$ cat config.mk
export PLATFORM = sky130hd
export DESIGN_NAME = ks_pipe_adder
export DESIGN_NICKNAME = d
export VERILOG_FILES = /design/src/rtl/ks_pkg.sv /design/src/rtl/ks_prefix_level.sv /design/src/rtl/ks_pipe_adder.sv
export SDC_FILE = /design/constraint.sdc
export NUM_CORES = 1
export LEC_CHECK = 0
export ABC_AREA = 1
export BUFFER_PORTS_ARGS = -buffer_cell sky130_fd_sc_hd__buf_2
export CORE_ASPECT_RATIO = 1.5
export CORE_MARGIN = 10
export CORE_UTILIZATION = 40
export DETAILED_ROUTE_END_ITERATION = 7
export GPL_ROUTABILITY_DRIVEN = 0
export GPL_TIMING_DRIVEN = 0
export SLEW_MARGIN = 20
export SYNTH_ARGS = -nofsm -noshare
export SYNTH_HDL_FRONTEND = slang
export SYNTH_SLANG_ARGS = --single-unit
$ cat constraint.sdc
create_clock -name clk -period 5 [get_ports clk]
set_input_delay 1 -clock clk [delete_from_list [all_inputs] [get_ports clk]]
set_output_delay 1 -clock clk [all_outputs]
set_load 0.05 [all_outputs]
$ cat src/rtl/ks_pkg.sv
// Shared types and helpers for the Kogge-Stone pipelined adder.
package ks_pkg;

  typedef enum logic {
    OP_ADD = 1'b0,
    OP_SUB = 1'b1
  } op_t;

  typedef struct packed {
    logic g;
    logic p;
  } pg_t;

  // Number of prefix levels for an N-bit operand (ceil(log2(N))).
  function automatic int ks_levels(input int n);
    int l;
    l = 0;
    for (int i = 0; i < 8; i++) begin
      if ((1 << i) < n) l = i + 1;
    end
    return l;
  endfunction

endpackage

$ cat src/rtl/ks_prefix_level.sv
// One Kogge-Stone prefix level: merges (G,P) pairs DIST bits apart, optionally
// registered with its own valid bit and bubble-collapsing load.
module ks_prefix_level
  import ks_pkg::*;
#(
  parameter int N    = 16,
  parameter int DIST = 1,
  parameter bit REG  = 1'b1
) (
  input  logic         clk,
  input  logic         rst_n,
  input  logic         vld_in,
  input  pg_t  [N-1:0] gp_in,
  input  logic [N-1:0] hp_in,
  input  logic         cin_in,
  input  logic         ld_next,
  output logic         ld_out,
  output logic         vld_out,
  output pg_t  [N-1:0] gp_out,
  output logic [N-1:0] hp_out,
  output logic         cin_out
);

  pg_t [N-1:0] gp_c;

  always_comb begin
    for (int i = 0; i < DIST; i++) begin
      gp_c[i] = gp_in[i];
    end
    for (int i = DIST; i < N; i++) begin
      gp_c[i].g = gp_in[i].g | (gp_in[i].p & gp_in[i-DIST].g);
      gp_c[i].p = gp_in[i].p & gp_in[i-DIST].p;
    end
  end

  if (REG) begin : g_reg
    logic         vld_p1;
    pg_t  [N-1:0] gp_p1;
    logic [N-1:0] hp_p1;
    logic         cin_p1;
    logic         ld_p1;

    assign ld_p1 = !vld_p1 || ld_next;

    // ---- level register ----
    always_ff @(posedge clk) begin
      if (!rst_n) vld_p1 <= 1'b0;
      else if (ld_p1) vld_p1 <= vld_in;
    end

    always_ff @(posedge clk) begin
      if (ld_p1 && vld_in) begin
        gp_p1  <= gp_c;
        hp_p1  <= hp_in;
        cin_p1 <= cin_in;
      end
    end

    assign ld_out  = ld_p1;
    assign vld_out = vld_p1;
    assign gp_out  = gp_p1;
    assign hp_out  = hp_p1;
    assign cin_out = cin_p1;
  end else begin : g_comb
    logic unused_ctrl;
    assign unused_ctrl = clk ^ rst_n;
    assign ld_out  = ld_next;
    assign vld_out = vld_in;
    assign gp_out  = gp_c;
    assign hp_out  = hp_in;
    assign cin_out = cin_in;
  end

endmodule

$ cat src/rtl/ks_pipe_adder.sv
// Pipelined Kogge-Stone add/subtract with valid/ready flow control:
// operand stage, L prefix levels (optionally registered), result/flag stage.
module ks_pipe_adder
  import ks_pkg::*;
#(
  parameter int N          = 16,
  parameter int REG_LEVELS = 1
) (
  input  logic         clk,
  input  logic         rst_n,
  input  logic         in_valid,
  output logic         in_ready,
  input  logic [N-1:0] a,
  input  logic [N-1:0] b,
  input  logic         cin,
  input  ks_pkg::op_t  op,
  output logic         out_valid,
  input  logic         out_ready,
  output logic [N-1:0] sum,
  output logic         cout,
  output logic         ovf,
  output logic         zero
);

  localparam int L = ks_levels(N);

  logic [N-1:0] b_eff, hp_d;
  logic         c_eff;
  pg_t  [N-1:0] gp_d;

  always_comb begin
    b_eff = (op == OP_SUB) ? ~b : b;
    c_eff = (op == OP_SUB) ? 1'b1 : cin;
    hp_d  = a ^ b_eff;
    for (int i = 0; i < N; i++) begin
      gp_d[i].g = a[i] & b_eff[i];
      gp_d[i].p = hp_d[i];
    end
    // Folding the carry-in into bit 0 makes every prefix group include it.
    gp_d[0].g = (a[0] & b_eff[0]) | (hp_d[0] & c_eff);
  end

  logic         vld_p0, ld_p0;
  pg_t  [N-1:0] gp_p0;
  logic [N-1:0] hp_p0;
  logic         cin_p0;

  logic [L:0]   vld_l, ld_l, cin_l;
  pg_t  [N-1:0] gp_l [L+1];
  logic [N-1:0] hp_l [L+1];

  assign ld_p0    = !vld_p0 || ld_l[0];
  assign in_ready = rst_n && ld_p0;

  // ---- stage 0: operand capture ----
  always_ff @(posedge clk) begin
    if (!rst_n) vld_p0 <= 1'b0;
    else if (ld_p0) vld_p0 <= in_valid;
  end

  always_ff @(posedge clk) begin
    if (ld_p0 && in_valid) begin
      gp_p0  <= gp_d;
      hp_p0  <= hp_d;
      cin_p0 <= c_eff;
    end
  end

  assign vld_l[0] = vld_p0;
  assign gp_l[0]  = gp_p0;
  assign hp_l[0]  = hp_p0;
  assign cin_l[0] = cin_p0;

  // ---- prefix levels ----
  for (genvar k = 0; k < L; k++) begin : g_lvl
    ks_prefix_level #(
      .N    (N),
      .DIST (1 << k),
      .REG  (REG_LEVELS != 0)
    ) u_lvl (
      .clk     (clk),
      .rst_n   (rst_n),
      .vld_in  (vld_l[k]),
      .gp_in   (gp_l[k]),
      .hp_in   (hp_l[k]),
      .cin_in  (cin_l[k]),
      .ld_next (ld_l[k+1]),
      .ld_out  (ld_l[k]),
      .vld_out (vld_l[k+1]),
      .gp_out  (gp_l[k+1]),
      .hp_out  (hp_l[k+1]),
      .cin_out (cin_l[k+1])
    );
  end

  logic [N-1:0] carry, sum_d, p_fin;
  logic         cout_d, ovf_d, zero_d;
  logic         unused_p;

  always_comb begin
    carry[0] = cin_l[L];
    for (int i = 1; i < N; i++) begin
      carry[i] = gp_l[L][i-1].g;
    end
    for (int i = 0; i < N; i++) begin
      p_fin[i] = gp_l[L][i].p;
    end
    sum_d  = hp_l[L] ^ carry;
    cout_d = gp_l[L][N-1].g;
    ovf_d  = cout_d ^ carry[N-1];
    zero_d = (sum_d == '0);
  end

  assign unused_p = ^p_fin;

  logic         vld_p2, ld_p2;
  logic [N-1:0] sum_p2;
  logic         cout_p2, ovf_p2, zero_p2;

  assign ld_p2    = !vld_p2 || out_ready;
  assign ld_l[L]  = ld_p2;

  // ---- result stage: sum and flags ----
  always_ff @(posedge clk) begin
    if (!rst_n) vld_p2 <= 1'b0;
    else if (ld_p2) vld_p2 <= vld_l[L];
  end

  always_ff @(posedge clk) begin
    if (ld_p2 && vld_l[L]) begin
      sum_p2  <= sum_d;
      cout_p2 <= cout_d;
      ovf_p2  <= ovf_d;
      zero_p2 <= zero_d;
    end
  end

  // Payload registers are not reset; outputs read as zero whenever empty.
  assign out_valid = vld_p2;
  assign sum       = vld_p2 ? sum_p2 : '0;
  assign cout      = vld_p2 && cout_p2;
  assign ovf       = vld_p2 && ovf_p2;
  assign zero      = vld_p2 && zero_p2;

endmodule

* Word level (Yosys, flattened, before mapping)
Cells that the tools add are included.
Word-level totals: bits in registers 239, output and inout port bits 21, logic and storage cells 329
Operators by class: muxes and demuxes 3, bitwise operators 154, reductions and logical operators 23
Operators by type and width (number):
- 1-bit bitwise AND | 100
- 1-bit bitwise OR | 50
- 16-bit two-way mux | 2
- 16-bit bitwise XOR | 2
- 16-bit zero test | 1
- 16-bit NOT | 1
- 1-bit logical AND | 10
- 1-bit zero test | 6
- 1-bit logical OR | 6
- 1-bit two-way mux | 1
- 1-bit bitwise XOR | 1

* Depth between registers and ports, before layout
word-level depth 8, depth in mapped cells 7

* Hierarchy
A second synthesis with hierarchy kept.
Second synthesis, totals: cell total of the unflattened synthesis 669, area, all modules 9516.6 µm²
Modules (own cells, without submodules):
- ks_pipe_adder | times used 1, cells an instance 250, area an instance 2600.0 µm²
- ks_prefix_level (g_lvl[0].u_lvl) | times used 1, cells an instance 125, area an instance 1793.0 µm²
- ks_prefix_level (g_lvl[1].u_lvl) | times used 1, cells an instance 114, area an instance 1762.9 µm²
- ks_prefix_level (g_lvl[2].u_lvl) | times used 1, cells an instance 100, area an instance 1717.9 µm²
- ks_prefix_level (g_lvl[3].u_lvl) | times used 1, cells an instance 80, area an instance 1642.8 µm²

* Least setup slack after synthesis
OpenSTA, ideal clock, no wires.
path type input to register, start point in out_ready, end point reg g_lvl[0].u_lvl.g_reg.cin_p1, enable pin, library setup time 0.467 ns, arrival time 3.597 ns, data required time 4.533 ns, path slack 0.936 ns, stages on the path 6, path buffers 0, cell sequence inv_1 nand3_2 nor2_4 nand2_1 inv_1 a21oi_1
On the way: cells in the longest elaborated chain, start to end 6
Ends and longest elaborated chain:
- start: declaration | RTL line ks_pipe_adder.sv:18 | input logic out_ready,
- 1-bit logical OR | RTL line ks_pipe_adder.sv:120 | assign ld_p2 = !vld_p2 || out_ready;
- 1-bit logical OR (4 in a row) | RTL line ks_prefix_level.sv:43 | assign ld_p1 = !vld_p1 || ld_next;
- 1-bit logical AND | RTL line ks_prefix_level.sv:52 | if (ld_p1 && vld_in) begin
- end signal: assignment | RTL line ks_prefix_level.sv:55 | cin_p1 <= cin_in;
- end: declaration | RTL line ks_prefix_level.sv:40 | logic cin_p1;
No other way between the ends. A chain may end at the register's enable or synchronous reset.

* Final worst setup path
start point in out_ready, end point out in_ready
On the way: cells in the longest elaborated chain, start to end 7
Ends and longest elaborated chain:
- 1-bit logical OR | RTL line ks_pipe_adder.sv:120
- 1-bit logical OR (4 in a row) | RTL line ks_prefix_level.sv:43
- 1-bit logical OR | RTL line ks_pipe_adder.sv:52 | assign ld_p0 = !vld_p0 || ld_l[0];
- 1-bit logical AND | RTL line ks_pipe_adder.sv:53 | assign in_ready = rst_n && ld_p0;
- end: declaration | RTL line ks_pipe_adder.sv:12 | output logic in_ready,
No other way between the ends.

==> qor.yml <==
floorplan:
  die-width_um: 138
  dieHeight_um: 197
  ios: 59
  die-area_mm2: 0.0271
  core-area_mm2: 0.0204
  rows: 64
  start_util_pct: 40.8
drt:
  drc_errors: 0
  wirelength_um: 11100
  route.vias.total: 3825
  drt_iter0_drc: 109
  via_per_inst: 4.20
  wl_per_cell_um: 12.2
  ant_nets: 0
  firstDrtPassIters: 4
logic_synthesis:
  synthCells: 551
  synth_seq_cells: 224
  synth_flop_cell: "edfxtp_1"
  synth_seq_area_share_pct: 80.0
  synth.distinct_cells: 17
  async_flop_share_pct: 0
  syn-num-nets: 605
  synth.cell_area_mm2: 0.00833
  synthXorXnorAreaFrac_pct: 3.36
  muxShareOfSynthArea_pct: 0
  synth-compound-area-share_pct: 2.73
  yosysTopAreaCellShare_pct: 78.6
  synth-adder-area-share_pct: 2.40
  yosys_warnings: 0
  synth_most_common_cell: "edfxtp_1"
  synth_top_family_by_area: "simple AND/OR/NAND/NOR gates"
  synth_edf_count: 218
  syn_area_per_cell_um2: 15.1
  synth_area_leaders: "edfxtp_1, nand2_1, inv_1, ha_1, a21o_1"
  synth_common_cells: "edfxtp_1, nand2_1, inv_1"
  synth_top_area_cell: "edfxtp_1"
  yosys.area_share.simple_pct: 6.31
timing:
  hold_viol: 0
  setup_violations: 0
  grt_setup_unrepaired: "no"
  fin_crit_sh_pct: 58.1
  whs_ns: 0.412
  drv_slew: 0
  finalWorstPathRequiredPeriod_ns: 2.90
  finClkSkew_ns: 0.00975
  tightest_slew_ns: 1.03
  fmax_mhz: 344
  setup_tns_ns: 0
  slew_headroom_pct: 30.6
clock_network:
  tritoncts: "yes"
  clk_pin_slew_ns: 0.07
  cts-htree-levels: 1
  cts-resized-gates: 0
  cts.sinks: 224
  hold_buffers: 0
  cts_buffer_depth: 3
  numCtsBuffers: 20
  insertion_delay_ns: 0.48
  cts_setup_buffers: 0
  cts_root_buffer: "clkbuf_16"
critical_path:
  path_max_fanout: 4
  worstPathArrival_ns: 1.90
  end_kind: "output pin"
  required_ns: 4.00
  critPathKind: "input pin to output pin"
  cp-start-kind: "input pin"
grt:
  overflow: 0
  grt_pass1_wl_um: 18400
  antenna_found_initial: 0
  grt_pass1_vias: 3950
  grtUsageTotal_pct: 8.32
  grt_start_max_net_pins: 42
placed_design:
  hpwl_um: 8290
  port_buffers: 57
layout:
  nets: 687
  area_growth_pct: 16.8
  antenna_cells: 0
  layout-drive-gt1-share_pct: 15.3
power_and_ir_drop:
  p_per_area_mw_per_mm2: 406
  p_leak_nw: 4.08
  ir_drop_v: 0.000195
flow_run:
  drv_cap: 0
outcome:
  status: "complete, no violations"
worst_hold_path:
  hp-class: "register to register"
[flip-flops by register name, indices dropped and copies added (netlist names), 4 cells and up]
register and count:
g_lvl.u_lvl.cin_out 4, g_lvl.u_lvl.gp_out 98, g_lvl.u_lvl.hp_out 64, sum_p2 16, hp_p0 15, g_lvl.u_lvl.vld_out 4, gp_l 17
[cells in the final DEF, fill, tap and decap left out]
| cell type | instances |
|---|---|
| a21oi_2 | 1 |
| dfxtp_1 | 6 |
| nor2_4 | 2 |
| ha_1 | 16 |
| clkinvlp_4 | 4 |
| nand3_1 | 1 |
| nand4_2 | 1 |
| clkbuf_16 | 21 |
| buf_6 | 1 |
| inv_2 | 2 |
| nor2_1 | 5 |
| inv_1 | 106 |
| bufinv_16 | 4 |
| buf_16 | 1 |
| buf_12 | 1 |
| buf_4 | 2 |
| a21o_1 | 25 |
| xnor2_1 | 15 |
| a21oi_4 | 1 |
| edfxtp_1 | 218 |
| xor2_1 | 17 |
| clkbuf_1 | 4 |
| nand2_1 | 122 |
| a21oi_1 | 6 |
| nand3_2 | 1 |
| or2_1 | 1 |
| buf_2 | 57 |
| clkinv_1 | 6 |
[cell type report]
| class | instances | area, µm² |
|---|---|---|
| tap | 264 | 330 |
| buffer | 4 | 22.5 |
| inverter | 109 | 409 |
| multi-input combinational | 214 | 1260 |
| sequential | 224 | 6670 |
| clock buffer | 23 | 533 |
| clock inverter | 13 | 169 |
| fill | 1788 | 10700 |
| timing repair buffer | 60 | 344 |
[power by group]
part	internal [W]	switching (W)	total, W
combinational	0.0000578	0.0000810	0.000139
clock	0.000973	0.000620	0.00159
sequential	0.00217	0.0000487	0.00222
[kinds of logic (layout without fill, tap and decap cells)]
kind of cell,after synthesis,count (layout)
AOI/OAI and AO/OA,33,33
xor gates and xnor gates,32,32
adders and majority gates,16,16
buffers and inverters,113,209
DFF,224,224
and+or+nand+nor,133,133
[per-layer routing]
layer | vias up | routed length [µm] | GRT usage, %
met5 | - | 0 | 0
met4 | 0 | 234 | 3.41
met3 | 19 | 664 | 2.01
met2 | 70 | 6400 | 16.6
met1 | 1738 | 3840 | 7.50
li1 | 1998 | - | -
[through the flow]
step	setup slack (ns)	cell area (µm²)	utilization (%)	power [W]	std cells
2_1_floorplan	0.936	8330	-	0.00234	551
3_3_place_gp	0.172	8950	43.8	0.00240	872
3_5_place_dp	2.08	9030	44.2	0.00241	875
4_1_cts	2.08	9730	47.7	0.00400	911
5_1_grt	1.99	9730	47.7	0.00411	911
6_report	2.10	9730	47.7	0.00395	911
[worst paths after layout]
path / from / endpoint / slack [ns] / depth (start not counted)
worst min-delay path: cin_p0$_DFFE_PP_ / g_lvl[0].u_lvl.cin_out$_DFFE_PP_ / 0.41 / 0
worst min register to register: cin_p0$_DFFE_PP_ / g_lvl[0].u_lvl.cin_out$_DFFE_PP_ / 0.41 / 0
worst max register to register: out_valid$_SDFFE_PN0P_ / g_lvl[3].u_lvl.gp_out[31]$_DFFE_PP_ / 2.92 / 3
worst max-delay path: out_ready / in_ready / 2.10 / 8
[critical path, cell delays in order]
cell     delay (ns)
buf_2          0.09
inv_1          0.10
nand3_2        0.12
nor2_4         0.14
nand4_2        0.11
nand2_1        0.09
inv_1          0.04
buf_2          0.20
Note: power is estimated with default switching activity, not from simulation.
